==> src/rtl/cla_subtractor_pipe.sv <==
// cla_subtractor_pipe: valid/ready pipelined A-B-Bin from WIDTH/4 CLA slices; ports clk, rst_n, in_valid/in_ready, A, B, Bin, out_valid/out_ready, Diff, Bout, Ovf, Zero
module cla_subtractor_pipe #(
    parameter int WIDTH = 16
) (
    input  logic             clk,
    input  logic             rst_n,
    input  logic             in_valid,
    output logic             in_ready,
    input  logic [WIDTH-1:0] A,
    input  logic [WIDTH-1:0] B,
    input  logic             Bin,
    output logic             out_valid,
    input  logic             out_ready,
    output logic [WIDTH-1:0] Diff,
    output logic             Bout,
    output logic             Ovf,
    output logic             Zero
);
    localparam int STAGES = WIDTH / 4;
    localparam logic [STAGES-1:0] FULL = '1;

    function automatic logic [5:0] cla4(input logic [3:0] a, input logic [3:0] b, input logic c0);
        logic [3:0] p, g, c;
        logic c4;
        p = a ^ ~b;
        g = a & ~b;
        c[0] = c0;
        c[1] = g[0] | (p[0] & c0);
        c[2] = g[1] | (p[1] & g[0]) | (p[1] & p[0] & c0);
        c[3] = g[2] | (p[2] & g[1]) | (p[2] & p[1] & g[0]) | (p[2] & p[1] & p[0] & c0);
        c4 = g[3] | (p[3] & g[2]) | (p[3] & p[2] & g[1]) | (p[3] & p[2] & p[1] & g[0])
           | (p[3] & p[2] & p[1] & p[0] & c0);
        return {c4, c[3], p ^ c};
    endfunction

    logic [STAGES-1:0] v, adv, sv, sc, nc, c_r;
    logic [WIDTH-1:0]  a_r [STAGES];
    logic [WIDTH-1:0]  b_r [STAGES];
    logic [WIDTH-1:0]  d_r [STAGES];
    logic [WIDTH-1:0]  sa [STAGES];
    logic [WIDTH-1:0]  sb [STAGES];
    logic [WIDTH-1:0]  sd [STAGES];
    logic [WIDTH-1:0]  nd [STAGES];
    logic              nm, bo, ov, z;

    always_comb begin
        nm = 1'b0;
        for (int k = 0; k < STAGES; k++)
            adv[k] = out_ready | ((v >> k) != (FULL >> k));
        sa[0] = A;
        sb[0] = B;
        sd[0] = '0;
        sc[0] = ~Bin;
        sv[0] = in_valid;
        for (int k = 1; k < STAGES; k++) begin
            sa[k] = a_r[k-1];
            sb[k] = b_r[k-1];
            sd[k] = d_r[k-1];
            sc[k] = c_r[k-1];
            sv[k] = v[k-1];
        end
        for (int k = 0; k < STAGES; k++) begin
            nd[k] = sd[k];
            {nc[k], nm, nd[k][4*k +: 4]} = cla4(sa[k][4*k +: 4], sb[k][4*k +: 4], sc[k]);
        end
    end

    always_ff @(posedge clk or negedge rst_n) begin
        if (!rst_n) begin
            v <= '0;
            c_r <= '0;
            bo <= 1'b0;
            ov <= 1'b0;
            z <= 1'b0;
            for (int k = 0; k < STAGES; k++) begin
                a_r[k] <= '0;
                b_r[k] <= '0;
                d_r[k] <= '0;
            end
        end else begin
            for (int k = 0; k < STAGES; k++) begin
                if (adv[k]) begin
                    v[k] <= sv[k];
                    if (sv[k]) begin
                        a_r[k] <= sa[k];
                        b_r[k] <= sb[k];
                        d_r[k] <= nd[k];
                        c_r[k] <= nc[k];
                    end
                end
            end
            if (adv[STAGES-1] && sv[STAGES-1]) begin
                bo <= ~nc[STAGES-1];
                ov <= nm ^ nc[STAGES-1];
                z <= ~|nd[STAGES-1];
            end
        end
    end

    assign in_ready  = adv[0];
    assign out_valid = v[STAGES-1];
    assign Diff      = d_r[STAGES-1];
    assign Bout      = bo;
    assign Ovf       = ov;
    assign Zero      = z;
endmodule

==> config.mk <==
export PLATFORM = sky130hd
export DESIGN_NAME = cla_subtractor_pipe
export DESIGN_NICKNAME = d
export VERILOG_FILES = /design/src/rtl/cla_subtractor_pipe.sv
export SDC_FILE = /design/constraint.sdc
export NUM_CORES = 1
export LEC_CHECK = 0
export BUFFER_PORTS_ARGS = -buffer_cell sky130_fd_sc_hd__buf_2
export CAP_MARGIN = 20
export CORE_MARGIN = 2
export CORE_UTILIZATION = 35
export CTS_CLUSTER_DIAMETER = 50
export DETAILED_ROUTE_END_ITERATION = 8
export PLACE_DENSITY = 0.49
export SYNTH_ARGS = -nofsm -noshare
export SYNTH_HDL_FRONTEND = slang
export SYNTH_SLANG_ARGS = --single-unit
==> constraint.sdc <==
create_clock -name clk -period 2.7 [get_ports clk]
set_input_delay 0.54 -clock clk [delete_from_list [all_inputs] [get_ports clk]]
set_output_delay 0.54 -clock clk [all_outputs]
set_load 0.005 [all_outputs]
# After elaboration in Yosys (flattened, before gate mapping)
# Index checks and enable logic that the tools add are counted.
# Widths: inputs -> output; s select.
[totals]
ff_bits = 146
input_bits = 37
output_inout_bits = 21
wordCells = 158
[op_classes]
eq_ne = 3
bitwise_logic = 128
n_reduce_logical = 7
[op_table]
columns = ["cell", "count"]
rows = [
  ["$and 1x1->1", 64],
  ["$or 1x1->1", 44],
  ["$xor 4x4->4", 8],
  ["$and 4x4->4", 4],
  ["$not 4->4", 4],
  ["$reduce_or 16->1", 1],
  ["$reduce_and 2->1", 4],
  ["$ne 4x4->1 const B", 1],
  ["$ne 3x3->1 const B", 1],
  ["$not 1->1", 3],
  ["$ne 2x2->1 const B", 1],
  ["$logic_and 1x1->1", 1],
  ["$logic_not 1->1", 1],
  ["$xor 1x1->1", 1],
]

# Depth between registers and ports, before layout
[depth]
word_depth = 9
mapped_depth = 6
ltp_nobuf = 6

# Worst setup path after synthesis
# No wires, ideal clock.
[synth_timing]
path_kind = "reg-to-reg"
from = "register a_r[28] (netlist bit)"
to = "register z, in the netlist Zero"
t_arrival_ns = 1.842
slack_ns = 0.792
path_stages_with_launch = 7
path_buffers = 0
path_cell_list = "dfrtp_1 > inv_1 > fa_1 > or4b_1 > nor4_2 > and4b_1 > a32o_2"
[synth_via]
elab_chain_len = 7
[synth_lines]
columns = ["item", "line_no", "text"]
rows = [
  ["start: declaration", "37", "logic [WIDTH-1:0] a_r [STAGES];"],
  ["start signal: indexed assignment", "85", "a_r[k] <= sa[k];"],
  ["$and 4x4->4 or $xor 4x4->4 (tied branches)", "26, 25", ""],
  ["$and 1x1->1 (on tied branches)", "29, 30", ""],
  ["$or 1x1->1, or another cell as far along", "29", "c[2] = g[1] | (p[1] & g[0]) | (p[1] & p[0] & c0);"],
  ["$or 1x1->1 (on tied branches)", "29, 30", ""],
  ["$xor 4x4->4 (*)", "33", "return {c4, c[3], p ^ c};"],
  ["$reduce_or 16->1 (*)", "95", "z <= ~|nd[STAGES-1];"],
  ["$logic_not 1->1 (*)", "95", ""],
  ["end signal: assignment", "95", ""],
  ["end: declaration", "44", "logic nm, bo, ov, z;"],
]
# Mark *: on every way between the ends. The rest lies on a longest branch, timed or not.
# A chain may end at the register's enable or synchronous reset.

# Worst setup path after layout
# Same ends and word-level chain as after synthesis.

==> results.sh <==
export IMPL_via_count=2487
export IMPL_final_critical_path_setup_slack_ps=689
export IMPL_setup_total_negative_slack_ps=0
export IMPL_critical_path_endpoint_type="register"
export IMPL_timing_reg2reg_worst_path_depth=6
export IMPL_dieArea_sq_um=13400
export IMPL_yosys_top_cells_count="dfrtp_1 (98), mux2_2 (70), inv_1 (25)"
export IMPL_grt_pass1_vias=2606
export IMPL_detailed_place_area_sq_um=4770
export IMPL_route_detailed_vias_per_inst=4.47
export IMPL_timing_hold_violations_final=0
export IMPL_clk_pin_slew_ps=70
export IMPL_finClkSkew_ps=5.57
export IMPL_max_freq_ghz=0.497
export IMPL_net_switching_power_uw=1460
export IMPL_post_synth_top_area_fraction_pct=55.9
export IMPL_r2r_start="a_r[28]"
export IMPL_row_count=40
export IMPL_synthCells=335
export IMPL_wire_length_of_the_first_global_routing_pass_microns=12900
export IMPL_vdd_ir_drop_max_uv=286
export IMPL_tightest_slew_ps=617
export IMPL_cellInternalPower_uw=3600
export IMPL_synth_edf_count=0
export IMPL_final_nets=440
export IMPL_post_dp_hpwl_microns=5280
export IMPL_drv_cap=0
export IMPL_detail_route_first_pass_iterations=3
export IMPL_timing_hold_worst_class="input port to asynchronous set/reset pin"
export IMPL_pin_count_of_the_biggest_net_entering_global_routing=49
export IMPL_routed_wirelength_microns=7290
export IMPL_setup_worst_path_start="a_r[28]"
export IMPL_synth_warning_count=0
export IMPL_cts_resized=0
export IMPL_post_cts_buffers=0
export IMPL_syn_area_sq_um=4390
export IMPL_seq_power_share_pct=44.6
export IMPL_fp_dieH_microns=116
export IMPL_maxSlewHeadroom_pct=58.8
export IMPL_yosys_register_bits=98
export IMPL_synth_sequential_area_ratio_pct=55.9
export IMPL_io_pin_count=58
export IMPL_start_util_pct=36.2
export IMPL_ys_async_rst_share_pct=100
export IMPL_post_synth_cell_area_avg_sq_um=13.1
export IMPL_drt_iter0_drc=95
export IMPL_layout_filler_cells=1191
export IMPL_final_period_utilization_pct=74.5
export IMPL_period_minus_slack_ps=2010
export IMPL_grt_overflow_total=0
export IMPL_io_buffer_count=57
export IMPL_hold_worst_slack_ps=213
export IMPL_mappedNetlistNets=392
export IMPL_crit_path_start_kind="register"
export IMPL_worstSetupPathType="register to register"
export IMPL_max_h_tree_level=3
export IMPL_share_comb_of_total_power_pct=27.4
export IMPL_cts_tree="done"
export IMPL_yosysMostFrequentCell="dfrtp_1"
export IMPL_yosysUniqueCellTypes=35
export IMPL_result_of_the_run="completed"
export IMPL_p_leak_uw=0.00240
export IMPL_clk_path_buf_depth=2
export IMPL_path_max_fanout=3
export IMPL_antenna_found_initial=0
export IMPL_synthToLayoutAreaGrowth_pct=16.4
export IMPL_drive_above_1_share_pct=39.7
export IMPL_netSwitchingFraction_pct=28.8
export IMPL_detail_route_antenna_nets=0
export IMPL_chipWidth_microns=116
export IMPL_core_area_sq_um=12100
export IMPL_worstPathArrival_ps=2300
export IMPL_fin_area_sq_um=5100
export IMPL_final_max_slew_violation_count=0
export IMPL_critPathRequiredTime_ps=2990
export IMPL_numCtsBuffers=9
export IMPL_placement_setup_worst_slack_ps=689
export IMPL_pwr_density_cell_nw_per_um2=991
export IMPL_grt_setup_unrepaired="no"
export IMPL_synth_top_cells_by_area="dfrtp_1 (56%), mux2_2 (18%), ha_1 (4.6%)"
export IMPL_clock_tree_root_cell="clkbuf_16"
export IMPL_place_gp_congestion=0.730
export IMPL_insertion_delay_of_the_later_clocked_pin_in_the_worst_skew_pair_ps=340
export IMPL_clkSinkCount=98
export IMPL_track_usage_pct=12.4
export IMPL_setup_violations=0
export IMPL_synth_top_cell_by_area="dfrtp_1"
export IMPL_post_cts_hold_buffer_count=0
export IMPL_drt_drc=0
export IMPL_share_clk_of_total_power_pct=28.0
export IMPL_synth_top_flop_cell="dfrtp_1"
export IMPL_antenna_cells=0
export IMPL_average_wire_per_cell_in_the_routed_design_microns=13.1
-- final timing paths --
path,slack [ps],to
worst max-delay path,690,Zero
min in group clk,410,b_r[61]
worst min-delay path,210,b_r[62]
worst max register to register,690,Zero
max in group asynchronous,1760,b_r[55]
worst min register to register,470,Bout
-- worst max-delay path, stage by stage (launching register included) --
cell	delay [ps]
dfrtp_1	370
inv_1	70
fa_1	550
or4b_1	450
nor4_2	130
and4b_1	230
a32o_2	160
-- routing by layer --
layer	vias to the layer above	GRT usage (%)	routed length (microns)
li1	1241	-	-
met1	1195	17.2	3710
met2	40	18.1	3140
met3	11	3.14	271
met4	0	5.95	166
met5	-	0	0
-- cell type report --
class                           instances  area, sq um  share of cell area [%]
Sequential cell                        98         2450                    48.0
Multi-Input combinational cell        186         1660                    32.6
Timing Repair Buffer                   63          345                    6.76
Clock buffer                           12          267                    5.22
Tap cell                              168          210                    4.12
Inverter                               25         93.8                    1.84
Clock inverter                          4         72.6                    1.42
-- cell families after synthesis --
family,Yosys count,share of synthesized area (%)
DFF,98,55.9
muxes,73,18.7
buffers and inverters,51,6.13
AOI/OAI and AO/OA,45,6.48
and+or+nand+nor,38,4.37
adders and majority gates,20,6.39
xor gates and xnor gates,10,2.00
-- metrics by stage --
| step | utilization (%) | power [uW] | instances |
|---|---|---|---|
| finish | 42.1 | 5060 | 556 |
| global route | 42.1 | 5460 | 556 |
| CTS | 42.1 | 5150 | 556 |
| detailed placement | 39.3 | 3710 | 540 |
| global placement | 39.3 | 3680 | 540 |
| floorplan | - | 3380 | 335 |
-- layout by cell type, fill, tap and decap left out, types with 2 or more instances in the layout --
| cell | n |
|---|---|
| dfrtp_1 | 98 |
| mux2_2 | 70 |
| buf_2 | 56 |
| inv_1 | 25 |
| nand2_1 | 20 |
| o21ai_0 | 19 |
| ha_1 | 16 |
| clkbuf_16 | 9 |
| a211oi_1 | 7 |
| xor2_1 | 6 |
| buf_4 | 6 |
| a21oi_1 | 5 |
| nor2_1 | 5 |
| nand2b_1 | 4 |
| xnor2_1 | 4 |
| o21bai_1 | 4 |
| fa_1 | 4 |
| a21o_1 | 3 |
| clkbuf_8 | 3 |
| o21ai_2 | 2 |
| mux2_1 | 2 |
| bufinv_16 | 2 |
-- state kept, by name, indices dropped and copies added (netlist names) --
register,flops
a_r,24
b_r,24
c_r,3
v,4
Zero,1
Bout,1
Diff,16
Ovf,1
d_r,24
-- power by group through the flow --
stage / logic [uW] / registers [uW] / clock network (uW)
5_1_grt: 1600 / 2330 / 1530
4_1_cts: 1430 / 2270 / 1460
2_1_floorplan: 1210 / 2170 / 0
3_5_place_dp: 1420 / 2300 / 0
3_3_place_gp: 1390 / 2290 / 0
6_report: 1390 / 2250 / 1420
Power figures use the tool's default switching activity.
